`src/rtl/pattern_pkg.sv`:
```
// pattern_pkg: mode encoding and colour constants shared by the pattern sequencer
package pattern_pkg;
  typedef enum logic [1:0] {SOLID, VSTRIPE, HSTRIPE, CHECKER} mode_t;
  localparam logic [2:0] PINK = 3'b101;
  localparam logic [2:0] GREEN = 3'b010;
  localparam logic [2:0] BLACK = 3'b000;
endpackage

```
`src/rtl/vsync_edge_detect.sv`:
```
// vsync_edge_detect: one-cycle frame_tick on each vsync rising edge
module vsync_edge_detect (
  input  logic clk,
  input  logic reset,
  input  logic vsync,
  output logic frame_tick
);
  logic vsync_q;
  // history resets high so a vsync already high at release is not an edge
  always_ff @(posedge clk) vsync_q <= !reset ? 1'b1 : vsync;
  assign frame_tick = vsync & ~vsync_q;
endmodule

```
`src/rtl/pattern_sequencer.sv`:
```
// pattern_sequencer: cycles test patterns per frame with scrolling and aligned syncs
module pattern_sequencer
  import pattern_pkg::*;
#(
  parameter logic [8:0] FRAMES_PER_MODE = 9'd60,
  parameter logic [8:0] SCROLL_STEP = 9'd1
) (
  input  logic       clk,
  input  logic       reset,
  input  logic       display_on,
  input  logic [8:0] hpos,
  input  logic [8:0] vpos,
  input  logic       hsync,
  input  logic       vsync,
  input  logic       hold,
  output logic       hsync_out,
  output logic       vsync_out,
  output logic [2:0] rgb,
  output logic [1:0] mode,
  output logic [8:0] frame_count
);
  logic       frame_tick;
  logic [8:0] scroll;
  logic [8:0] x;
  logic [2:0] colour;
  vsync_edge_detect u_edge (
    .clk(clk),
    .reset(reset),
    .vsync(vsync),
    .frame_tick(frame_tick)
  );
  assign x = hpos + scroll;
  always_comb
    colour = mode == SOLID   ? PINK :
             mode == VSTRIPE ? x[6:4] :
             mode == HSTRIPE ? vpos[6:4] :
             (x[4] ^ vpos[4]) ? PINK : GREEN;
  // state moves only on an unheld tick so a frame never mixes patterns
  always_ff @(posedge clk) begin
    if (!reset) begin
      rgb         <= BLACK;
      hsync_out   <= 1'b0;
      vsync_out   <= 1'b0;
      mode        <= SOLID;
      frame_count <= 9'd0;
      scroll      <= 9'd0;
    end else begin
      rgb       <= display_on ? colour : BLACK;
      hsync_out <= hsync;
      vsync_out <= vsync;
      if (frame_tick && !hold) begin
        scroll <= scroll + SCROLL_STEP;
        if (frame_count == FRAMES_PER_MODE - 9'd1) begin
          frame_count <= 9'd0;
          mode        <= mode + 2'd1;
        end else begin
          frame_count <= frame_count + 9'd1;
        end
      end
    end
  end
endmodule

```
`config.mk`:
```
export PLATFORM = sky130hd
export DESIGN_NAME = pattern_sequencer
export DESIGN_NICKNAME = d
export VERILOG_FILES = /design/src/rtl/pattern_pkg.sv /design/src/rtl/vsync_edge_detect.sv /design/src/rtl/pattern_sequencer.sv
export SDC_FILE = /design/constraint.sdc
export NUM_CORES = 1
export LEC_CHECK = 0
export BUFFER_PORTS_ARGS = -buffer_cell sky130_fd_sc_hd__buf_4
export CORE_MARGIN = 1
export CORE_UTILIZATION = 53
export CTS_CLUSTER_DIAMETER = 50
export DETAILED_ROUTE_END_ITERATION = 8
export PLACE_DENSITY = 0.92
export REMOVE_ABC_BUFFERS = 1
export SYNTH_ARGS = -nofsm -noshare
export SYNTH_HDL_FRONTEND = slang
export SYNTH_HIERARCHICAL = 1
export SYNTH_SLANG_ARGS = --single-unit
```
`constraint.sdc`:
```
create_clock -name clk -period 4.2 [get_ports clk]
set_clock_uncertainty 0.15 [all_clocks]
set_input_delay 0.21 -clock clk [delete_from_list [all_inputs] [get_ports clk]]
set_output_delay 0.21 -clock clk [all_outputs]
set_load 0.02 [all_outputs]
```
==> impl_metrics.py <==
metrics = {
    "clocking": {
        "root_buffer": "clkbuf_4",
        "cts_sinks": 24,
        "clk_latency_ns": 0.30,
        "clkTransAtPathRegs_ns": 0.12,
        "cts_made_buffers": 3,
        "cts_tree": "done",
        "hold_buffers": 2,
        "cts_setup_buffers": 0,
        "cts_max_level": 1,
        "post_cts_resized": 0,
        "cts_buffer_depth": 2,
    },
    "grt": {
        "grt_max_degree": 16,
        "grt_usage": 0.2020,
        "grt_first_pass_wirelength_mm": 3.933,
        "antenna_found_initial": 0,
        "overflow": 0,
        "grt_pass1_vias": 964,
    },
    "sta": {
        "worst_pin_slew_ns": 0.8467,
        "hold_violations": 0,
        "slew_headroom": 0.4344,
        "period_share": 0.5832,
        "tns_ns": 0,
        "rsz0062_at_grt": "false",
        "setup_viol": 0,
        "hold_ws_ns": 0.02575,
        "max_freq_ghz": 0.4082,
        "fin_crit_ns": 2.449,
        "slew_viol_final": 0,
    },
    "power_and_ir_drop": {
        "switching_power_mw": 0.08190,
        "p_leak_nw": 0.6633,
        "power_density_nw_per_um2": 248.9,
        "internal-power_mw": 0.3058,
        "netSwitchingFraction": 0.2112,
        "comb_power_share": 0.102,
        "peakVddDrop_mv": 0.2035,
        "clock_power_share": 0.297,
        "p_seq_frac": 0.601,
    },
    "synth": {
        "seq_area_frac_synth": 0.3867,
        "yosysWarnings": 6,
        "synth-simple-area-share": 0.2246,
        "synthAdderAreaFrac": 0.1007,
        "synth_xor_area_frac": 0.1128,
        "synth_top_area_frac": 0.3867,
        "synth_compound_area_frac": 0.1289,
        "synth_edf_count": 0,
        "synth.largest_area_cell": "dfxtp_1",
        "syn-cell-area_um2": 1242,
        "syn_area_per_cell_um2": 9.272,
        "synth.area.mux_share": 0.02417,
        "synthArstFlopShare": 0,
        "synth_top_family_by_area": "simple AND/OR/NAND/NOR gates",
        "ys_ff_latch": 24,
        "ys_types": 33,
        "synthFlopType": "dfxtp_1",
        "synth.area.top_cells": "dfxtp_1 39%, ha_1 10%, xnor2_1 7.8%, and2_1 4.0%, nand4_1 3.5%",
        "netlist_instances": 134,
    },
    "final_layout": {
        "drive_gt1_frac": 0.2426,
        "design_area_um2": 1558,
        "fin_nets": 204,
        "antenna_cells": 0,
        "layout.cells.most_common": "buf_4",
        "final_cell_mix": "31 x buf_4, 24 x dfxtp_1, 11 x xnor2_1, 11 x nand2_1, 10 x ha_1",
        "areaGrowthSynthToFinish_pct": 25.38,
    },
    "floorplanning": {
        "fp-row-count": 17,
        "core_area_um2": 2212,
        "dieWidth_um": 50.42,
        "start_util": 0.5617,
        "die_y_um": 50.42,
        "dieArea_um2": 2542,
        "io-pin-count": 40,
    },
    "critical_path": {
        "cp.arrival_ns": 2.54,
        "worstRegToRegCells": 5,
        "cp-start-kind": "input pin",
        "cp.required_ns": 4.29,
        "cp_max_fo": 11,
        "critPathCaptureType": "flip-flop",
        "crit_type": "in -> reg",
    },
    "place": {
        "routabilityCongestion": 0.7671,
        "port_buffers": 31,
        "placed_cell_area_um2": 1501,
        "hpwl_mm": 1.857,
    },
    "drt": {
        "first_pass_iters": 4,
        "wl_per_cell_um": 12.07,
        "remaining_drc_errors": 0,
        "via_per_inst": 5.365,
        "dr.first_iter.drc_count": 17,
        "vias": 1057,
        "antenna_left": 0,
        "wl_mm": 2.377,
    },
    "worst_hold_path": {
        "hold_path_depth": 2,
        "min_path_type": "in -> reg",
    },
    "job": {
        "drv_cap": 0,
    },
    "status": {
        "status": "finished, final reports clean",
    },
}
## synth_stat cells, drive strengths merged, types with 3 or more instances
master  instances
xnor2          11
inv             5
and2            8
nor2b           5
or3             4
nor2            8
xor2            5
a21oi           8
dfxtp          24
ha             10
o21ai           6
nand2          11
mux2i           3
nand4           7
## area by class of cell
| cell class | count | area [µm²] |
|---|---|---|
| Sequential cell | 24 | 480.5 |
| Timing Repair Buffer | 33 | 252.7 |
| Tap cell | 28 | 35.03 |
| Multi-Input combinational cell | 103 | 734.5 |
| Fill cell | 176 | 654.4 |
| Inverter | 5 | 18.77 |
| Clock buffer | 4 | 36.28 |
## state kept, by name, summed over array words and instances (netlist names)
| signal | flops |
|---|---|
| mode | 2 |
| u_edge/vsync_q | 1 |
| vsync_out | 1 |
| frame_count | 9 |
| rgb | 3 |
| scroll | 7 |
| hsync_out | 1 |
## cells by family (layout without fill, tap and decap cells)
kind of cell	after synthesis	in the layout
adders and majority gates	10	10
buffers and inverters	7	42
xor gates and xnor gates	16	16
AOI/OAI and AO/OA	24	24
and+or+nand+nor	50	50
DFF	24	24
muxes	3	3
## layer usage
metal / vias up / wire (µm) / track usage
met5: - / 0 / 0
met4: 0 / 0 / 0.02778
met3: 0 / 126 / 0.04242
met2: 27 / 1207 / 0.3800
met1: 494 / 1043 / 0.2373
li1: 536 / - / -
## path summary, 6_finish.rpt
path                                     start        endpoint  slack, ns
worst min register to register       scroll[6]       scroll[6]       0.37
worst min-delay path                     reset  u_edge/vsync_q       0.03
worst max register to register  u_edge/vsync_q  frame_count[7]       1.97
worst max-delay path                     vsync  frame_count[7]       1.75
## metrics by stage
step	cells	power [mW]	setup slack, ns	utilization
final	197	0.3877	1.751	0.7042
after global routing	197	0.4037	1.546	0.7042
after CTS	197	0.3921	1.751	0.7042
after detailed placement	191	0.2762	1.975	0.6787
after global placement	191	0.2747	2.057	0.6787
after floorplan	132	0.2565	2.299	-
## critical path, cell delays in order
cell and delay (ns):
dlygate4sd3_1 0.52, buf_4 0.11, nor2b_4 0.11, nor2b_1 0.68, nand4_1 0.35, or3_1 0.42, a21oi_1 0.13
## power groups by stage
stage	registers, mW	clock network [mW]	logic [mW]
2_1_floorplan	0.241	0	0.0154
3_3_place_gp	0.238	0	0.0366
3_5_place_dp	0.238	0	0.0381
4_1_cts	0.233	0.119	0.0397
5_1_grt	0.233	0.127	0.0433
6_report	0.233	0.115	0.0397
Power figures use the tool's default switching activity.
